[src/rtl/seq_detector_param.sv]
`default_nettype none
// ============================================================================
// Module   : seq_detector_param
// Brief    : Programmable serial pattern detector (1..PAT_W bits, overlapping
//            or restart-after-match) with registered match pulse and
//            saturating match counter.
// Revision : 1.0 - initial release
// ============================================================================
module seq_detector_param #(
    parameter int               PAT_W   = 4,
    parameter int               CNT_W   = 8,
    parameter logic [PAT_W-1:0] PAT_DEF = 4'b1101,
    parameter int               LEN_W   = $clog2(PAT_W + 1)
) (
    input  logic             clk,
    input  logic             rst,
    input  logic             x_in,
    input  logic             x_valid,
    input  logic             cfg_load,
    input  logic [PAT_W-1:0] cfg_pattern,
    input  logic [LEN_W-1:0] cfg_len,
    input  logic             cfg_overlap,
    input  logic             cnt_clr,
    output logic             match,
    output logic [CNT_W-1:0] match_cnt,
    output logic             cnt_sat
);

    localparam logic [LEN_W-1:0] c_LEN_MAX = LEN_W'(PAT_W);
    localparam logic [CNT_W-1:0] c_CNT_MAX = '1;

    logic [PAT_W-1:0] r_pattern;
    logic [LEN_W-1:0] r_len;
    logic             r_overlap;
    logic [PAT_W-1:0] r_hist;
    logic [LEN_W-1:0] r_fill;
    logic             r_match;
    logic [CNT_W-1:0] r_cnt;
    logic             r_sat;

    logic [PAT_W-1:0] w_new_hist;
    logic [PAT_W-1:0] w_mask;
    logic [LEN_W-1:0] w_fill_inc;
    logic [LEN_W-1:0] w_cfg_len;
    logic             w_full;
    logic             w_hit;
    logic             w_hit_acc;

    assign w_new_hist = {r_hist[PAT_W-2:0], x_in};
    assign w_fill_inc = (r_fill == c_LEN_MAX) ? r_fill : r_fill + LEN_W'(1);
    assign w_full     = ({1'b0, r_fill} + (LEN_W + 1)'(1)) >= {1'b0, r_len};

    // Only the low r_len bits of history and pattern take part in the compare.
    always_comb begin
        w_mask = '0;
        for (int i = 0; i < PAT_W; i++) begin
            w_mask[i] = (LEN_W'(i) < r_len);
        end
    end

    assign w_hit     = w_full && ((w_new_hist & w_mask) == (r_pattern & w_mask));
    assign w_hit_acc = x_valid && !cfg_load && w_hit;

    always_comb begin
        w_cfg_len = cfg_len;
        if (cfg_len == '0) begin
            w_cfg_len = LEN_W'(1);
        end else if (cfg_len > c_LEN_MAX) begin
            w_cfg_len = c_LEN_MAX;
        end
    end

    always_ff @(posedge clk) begin
        if (rst) begin
            r_pattern <= PAT_DEF;
            r_len     <= c_LEN_MAX;
            r_overlap <= 1'b1;
            r_hist    <= '0;
            r_fill    <= '0;
            r_match   <= 1'b0;
        end else begin
            r_match <= 1'b0;
            if (cfg_load) begin
                r_pattern <= cfg_pattern;
                r_len     <= w_cfg_len;
                r_overlap <= cfg_overlap;
                r_hist    <= '0;
                r_fill    <= '0;
            end else if (x_valid) begin
                r_hist  <= w_new_hist;
                r_match <= w_hit;
                // Restart mode discards everything seen so far after a hit.
                r_fill  <= (w_hit && !r_overlap) ? '0 : w_fill_inc;
            end
        end
    end

    always_ff @(posedge clk) begin
        if (rst || cnt_clr) begin
            r_cnt <= '0;
            r_sat <= 1'b0;
        end else if (w_hit_acc && (r_cnt != c_CNT_MAX)) begin
            r_cnt <= r_cnt + CNT_W'(1);
            if (r_cnt == c_CNT_MAX - CNT_W'(1)) begin
                r_sat <= 1'b1;
            end
        end
    end

    assign match     = r_match;
    assign match_cnt = r_cnt;
    assign cnt_sat   = r_sat;

endmodule
`default_nettype wire
[config.mk]
export PLATFORM = sky130hd
export DESIGN_NAME = seq_detector_param
export DESIGN_NICKNAME = d
export VERILOG_FILES = /design/src/rtl/seq_detector_param.sv
export SDC_FILE = /design/constraint.sdc
export NUM_CORES = 1
export LEC_CHECK = 0
export CORE_MARGIN = 2
export CORE_UTILIZATION = 25
export CTS_CLUSTER_DIAMETER = 80
export DETAILED_ROUTE_END_ITERATION = 10
export MAX_ROUTING_LAYER = met4
export PLACE_DENSITY = 0.45
export SLEW_MARGIN = 20
export SYNTH_ARGS = -nofsm -noshare
export SYNTH_HDL_FRONTEND = slang
export SYNTH_SLANG_ARGS = --single-unit
[constraint.sdc]
create_clock -name clk -period 3.8 [get_ports clk]
set_input_delay 0.76 -clock clk [delete_from_list [all_inputs] [get_ports clk]]
set_output_delay 0.76 -clock clk [all_outputs]
set_load 0.01 [all_outputs]
==> results of run 1 <==
-- sequential cells by signal, summed over array words and instances (netlist names) --
signal,flops
r_overlap,1
match_cnt,8
r_len,3
match,1
r_hist,3
r_pattern,4
cnt_sat,1
r_fill,3
-- placed cells by master, fill, tap and decap left out, types with 4 or more instances in the layout --
cell type and count:
clkdlybuf4s50_1 23, nor2_1 14, clkbuf_8 4, nand3_1 6
a21oi_1 9, inv_1 7, dfxtp_1 24, mux2i_1 11
ha_1 7, nand2_1 14
-- per-stage QoR --
| stage | cell area (um^2) | hold slack, ns | setup WS [ns] | std cells | power, uW |
|---|---|---|---|---|---|
| 2_1_floorplan | 1290 | 0.451 | 1.59 | 144 | 308 |
| 3_3_place_gp | 1560 | 0.474 | 1.20 | 230 | 328 |
| 3_5_place_dp | 1560 | 0.465 | 1.12 | 230 | 329 |
| 4_1_cts | 1620 | 0.488 | 1.29 | 234 | 506 |
| 5_1_grt | 1620 | 0.538 | 1.10 | 234 | 525 |
| 6_report | 1620 | 0.487 | 1.32 | 234 | 497 |
-- worst min-delay path by stage --
stage / cells past startpoint / end / slack [ns] / startpoint
floorplan: 2 / r_overlap / 0.45 / r_overlap
global placement: 2 / cnt_sat / 0.47 / cnt_sat
detailed placement: 2 / cnt_sat / 0.47 / cnt_sat
CTS: 2 / cnt_sat / 0.49 / cnt_sat
global route: 2 / cnt_sat / 0.54 / cnt_sat
finish: 2 / cnt_sat / 0.49 / cnt_sat
-- layout make-up --
class,count,share of cell area
Clock buffer,4,0.0341
Inverter,7,0.0163
Multi-Input combinational cell,106,0.455
Sequential cell,24,0.297
Tap cell,70,0.0542
Timing Repair Buffer,23,0.143
-- cells by family (layout without fill, tap and decap cells) --
family / count (synthesis) / count (layout)
multiplexers: 11 / 11
buffers and inverters: 14 / 34
flip-flops: 24 / 24
AND/OR/NAND/NOR: 54 / 54
XOR/XNOR: 6 / 6
AO/OA/AOI/OAI: 28 / 28
adder cells (fa/ha/maj): 7 / 7
-- where the power goes --
part / leakage [uW] / internal, uW / total (uW) / switching, uW
combinational: 0.000380 / 31.2 / 58.8 / 27.5
clock: 0.0000288 / 92.5 / 175 / 82.0
sequential: 0.000195 / 257 / 264 / 6.41
total: 0.000604 / 381 / 497 / 116
-- metal layers --
layer	track usage	routed length [um]
met1	0.131	1330
met2	0.171	1290
met3	0.0190	88
met4	0.0436	48
met5	-	0
-- worst min-delay path, stage by stage, from the launching register on --
cell and delay (ns):
dfxtp_1 0.34, a31oi_1 0.04, nor2_1 0.07
==> results.sh, run 1 <==
export IMPL_initial_utilization=0.257
export IMPL_reg2reg_to="match_cnt[5]"
export IMPL_syn_area_mm2=0.00129
export IMPL_fmax_ghz=0.403
export IMPL_first_pass_iters=3
export IMPL_cts_tree="done"
export IMPL_postCtsSetupRepairBufs=0
export IMPL_htreeDepth=1
export IMPL_holdCritPathClass="reg -> reg"
export IMPL_synth_compound_area_frac=0.153
export IMPL_cts_hold_buf=0
export IMPL_yosys_top_cells_area="dfxtp_1 (37%), mux2i_1 (8.5%), ha_1 (6.8%)"
export IMPL_cts_buffers=3
export IMPL_synth_net_count=165
export IMPL_fin_setup_tns_ns=0
export IMPL_cp_end_kind="register"
export IMPL_crit_slowest_cell="or4_1"
export IMPL_ys_seq_elements=24
export IMPL_critPathTopFamily="simple AND/OR/NAND/NOR gates"
export IMPL_register_area_um2=480
export IMPL_crit_fanout=11
export IMPL_die_w_um=75.9
export IMPL_endpoint="match_cnt[5]"
export IMPL_finalSetupViolCount=0
export IMPL_yosysWarnings=0
export IMPL_synth_cell_types=41
export IMPL_rr_worst_depth=8
export IMPL_grt_max_degree=14
export IMPL_grt_overflow=0
export IMPL_cp_slowest_stage_delay_ns=0.57
export IMPL_period_share=0.652
export IMPL_numClockSinks=24
export IMPL_io_buffers=23
export IMPL_cts_root_buf="clkbuf_8"
export IMPL_rsz0062_at_grt="false"
export IMPL_synth_xor_area_frac=0.0464
export IMPL_status="finished clean"
export IMPL_netlist_instances=144
export IMPL_die_y_um=75.9
export IMPL_grt_first_pass_wirelength_um=4900
export IMPL_grt_pass1_vias=1041
export IMPL_cp_cell_sequence="inv_1, ha_1, ha_1, o21ai_0, o21ai_4, nand4_2, or4_1, a21oi_1"
export IMPL_relSlewSlack=0.629
export IMPL_clk_pin_slew_worst_paths_ns=0.09
export IMPL_drt_iter0_markers=21
export IMPL_synth_top_family_by_area="simple AND/OR/NAND/NOR gates"
export IMPL_synth_flop_cell="dfxtp_1"
export IMPL_multi_input_area_um2=736
export IMPL_synthArstFlopShare=0
export IMPL_reg2reg_setup_slack_ns=1.32
export IMPL_dpl_hpwl_um=2160
export IMPL_path_buf_inv=1
export IMPL_p_leak_uw=0.000604
export IMPL_vias_per_cell=4.55
export IMPL_r2r_start="r_fill[0]"
export IMPL_yosysMostFrequentCell="dfxtp_1"
export IMPL_fill_cells=533
export IMPL_ioPinCount=24
export IMPL_syn2layout_area_growth_pct=24.9
export IMPL_period_needed_ns=2.48
export IMPL_gp_congestion=0.743
export IMPL_seq_area_frac_synth=0.371
export IMPL_drv_cap=0
export IMPL_routed_wl_um=2750
export IMPL_antenna_found_initial=0
export IMPL_skew_ns=0.00554
export IMPL_drive_gt1_frac=0.0854
export IMPL_start_kind="register"
export IMPL_cts_resized_gates=0
export IMPL_drtAntennaViolNets=0
export IMPL_cp_common_cell="ha_1"
export IMPL_num_vias=1064
export IMPL_wire_per_inst_um=11.8
export IMPL_cts_path_max_buffers=2
export IMPL_cp_startpoint="r_fill[0]"
export IMPL_synth_adder_area_share=0.0677
export IMPL_synth_edf_count=0
export IMPL_hold_viol=0
export IMPL_drc=0
export IMPL_clkLatencyLatePin_ns=0.27
export IMPL_yosys_top_cells_count="dfxtp_1 (24), nand2_1 (14), nor2_1 (14)"
export IMPL_track_usage=0.106
export IMPL_finish_net_count=186
export IMPL_syn_avg_cell_area_um2=8.98
export IMPL_n_antenna_cell=0
export IMPL_synthSimpleGateAreaFrac=0.217
export IMPL_crit_required_ns=4.00
export IMPL_slew_viol_final=0
export IMPL_std_cell_rows=26
export IMPL_powerDensity_mw_per_mm2=308
export IMPL_path_depth=8
export IMPL_netlist_area_leader_share=0.371
export IMPL_criticalPathCategory="reg -> reg"
export IMPL_final_core_util=0.320
export IMPL_dieArea_mm2=0.00577
export IMPL_yosysTopAreaCell="dfxtp_1"
export IMPL_worst_slew_pin_slew_ns=0.555
export IMPL_vdd_drop_max_uv=169
export IMPL_core_mm2=0.00504
export IMPL_synthMuxAreaShare=0.0851
export IMPL_critPathArrivalTime_ns=2.68
Note: power is estimated with default switching activity, not from simulation.
==> run 2, diff against run 1 <==
==> constraint.sdc (replaced) <==
create_clock -name clk -period 2.35 [get_ports clk]
set_input_delay 0.47 -clock clk [delete_from_list [all_inputs] [get_ports clk]]
set_output_delay 0.47 -clock clk [all_outputs]
set_load 0.01 [all_outputs]
==> run 2 against run 1 <==
Global-route usage is 0.35 points lower. Sequential power up 62%. Clock power grew 62%. First-iteration DRC count rose by 76%. Combinational power is 73% higher. Critical path type unchanged. Wire length up 5.2%. Flip-flop and latch count unchanged. Largest cell class unchanged. Register-to-register slack lost 1.2 ns. Critical endpoint unchanged.
==> results.sh, run 2 (synthesis results as in run 1) <==
export IMPL_top_layer="met4"
export IMPL_drtAntennaViolNets=0
export IMPL_p_sw_uw=192
export IMPL_final_core_util=0.329
export IMPL_die_y_um=75.9
export IMPL_grt_first_pass_wirelength_um=4730
export IMPL_swShare=0.237
export IMPL_num_vias=1078
export IMPL_wire_per_inst_um=12.2
export IMPL_final_cell_mix="clkdlybuf4s50_1 (23), dfxtp_1 (22), nand2_1 (14), nor2_1 (14), mux2i_1 (11)"
export IMPL_p_comb_frac=0.126
export IMPL_die_w_um=75.9
export IMPL_cts_tree="done"
export IMPL_numClockSinks=24
export IMPL_powerDensity_mw_per_mm2=491
export IMPL_drt_iter0_markers=37
export IMPL_routed_wl_um=2900
export IMPL_period_needed_ns=2.25
export IMPL_antenna_found_initial=0
export IMPL_vdd_drop_max_uv=190
export IMPL_worst_slew_pin_slew_ns=0.398
export IMPL_cts_hold_buf=0
export IMPL_gp_congestion=0.799
export IMPL_pwr_share_seq=0.526
export IMPL_drt_met1_wl_um=1460
export IMPL_drive_gt1_frac=0.119
export IMPL_syn2layout_area_growth_pct=28.0
export IMPL_vias_per_cell=4.53
export IMPL_first_pass_iters=4
export IMPL_fmax_ghz=0.444
export IMPL_status="finished clean"
export IMPL_hold_viol=0
export IMPL_cts_buffers=3
export IMPL_crit_fanout=8
export IMPL_io_buffers=23
export IMPL_cts_root_buf="clkbuf_8"
export IMPL_criticalPathCategory="reg -> reg"
export IMPL_critPathArrivalTime_ns=2.45
export IMPL_skew_ns=0.00385
export IMPL_grt_pass1_vias=1035
export IMPL_relSlewSlack=0.734
export IMPL_n_antenna_cell=0
export IMPL_finish_net_count=190
export IMPL_p_leak_uw=0.000619
export IMPL_internal_power_uw=620
export IMPL_drc=0
export IMPL_cts_path_max_buffers=2
export IMPL_grt_overflow=0
export IMPL_finalSetupViolCount=0
export IMPL_fin_setup_tns_ns=0
export IMPL_initial_utilization=0.257
export IMPL_dpl_hpwl_um=2290
export IMPL_finalInstanceArea_mm2=0.00166
export IMPL_period_share=0.959
export IMPL_crit_required_ns=2.55
export IMPL_dieArea_mm2=0.00577
export IMPL_track_usage=0.103
export IMPL_slew_viol_final=0
export IMPL_holdCritPathClass="reg -> reg"
export IMPL_post_dp_cell_area_mm2=0.00158
export IMPL_std_cell_rows=26
export IMPL_core_mm2=0.00504
export IMPL_htreeDepth=1
export IMPL_grt_max_degree=14
export IMPL_drv_cap=0
export IMPL_start_kind="register"
export IMPL_p_clk_frac=0.349
export IMPL_route_met2_wl_um=1290
export IMPL_final_common_cell="clkdlybuf4s50_1"
export IMPL_dr_wl_met3_um=113
export IMPL_largest_register_ffs=8
export IMPL_ioPinCount=24
export IMPL_cp_end_kind="register"
export IMPL_rsz0062_at_grt="false"
export IMPL_clkLatencyLatePin_ns=0.26
export IMPL_clk_pin_slew_worst_paths_ns=0.09
-- run 2: metal layers --
metal	vias to the layer above	GRT usage
li1	563	-
met1	495	0.135
met2	18	0.160
met3	2	0.0190
met4	0	0.0327
met5	-	-
-- run 2: power by group through the flow --
stage | Sequential [uW] | Clock (uW) | Combinational [uW]
after floorplan | 434 | 0 | 64.0
after global placement | 436 | 0 | 97.8
after detailed placement | 437 | 0 | 100
after CTS | 427 | 295 | 102
after global routing | 429 | 313 | 113
final | 427 | 283 | 102
-- run 2: stage by stage --
stage                     cells  hold slack [ns]  setup slack (ns)  power, uW
after detailed placement    233            0.467           -0.0135        537
after CTS                   237            0.488            0.0125        824
after global routing        238            0.524           0.00652        854
final                       238            0.484            0.0966        813
after floorplan             144            0.451             0.138        498
after global placement      233            0.476            0.0912        534
-- run 2: layout make-up --
type	instances	area, um^2
fill	529	3390
sequential	24	483
clock buffer	4	55.1
inverter	7	26.3
timing repair buffer	27	260
tap	70	87.6
multi-input combinational	106	744
-- run 2: critical path: stages (launching register included) --
cell	delay, ns
dfxtp_2	0.38
inv_1	0.06
ha_1	0.31
ha_1	0.28
o21ai_1	0.10
o21ai_4	0.20
nand4_4	0.17
or4_1	0.54
a21oi_1	0.14
-- run 2: timing repair --
action | CTS | global route
endpoints found under the setup margin | 4 | 5
buffers inserted | 0 | 1
resized for setup | 1 | 3
pin swaps | 0 | 2
-- run 2: worst paths after layout --
kind	startpoint	end	slack (ns)	cells past startpoint
setup / recovery	r_fill[0]	match_cnt[5]	0.1	8
hold / removal	cnt_sat	cnt_sat	0.48	2
setup reg to reg	r_fill[0]	match_cnt[5]	0.1	8
hold reg to reg	cnt_sat	cnt_sat	0.48	2
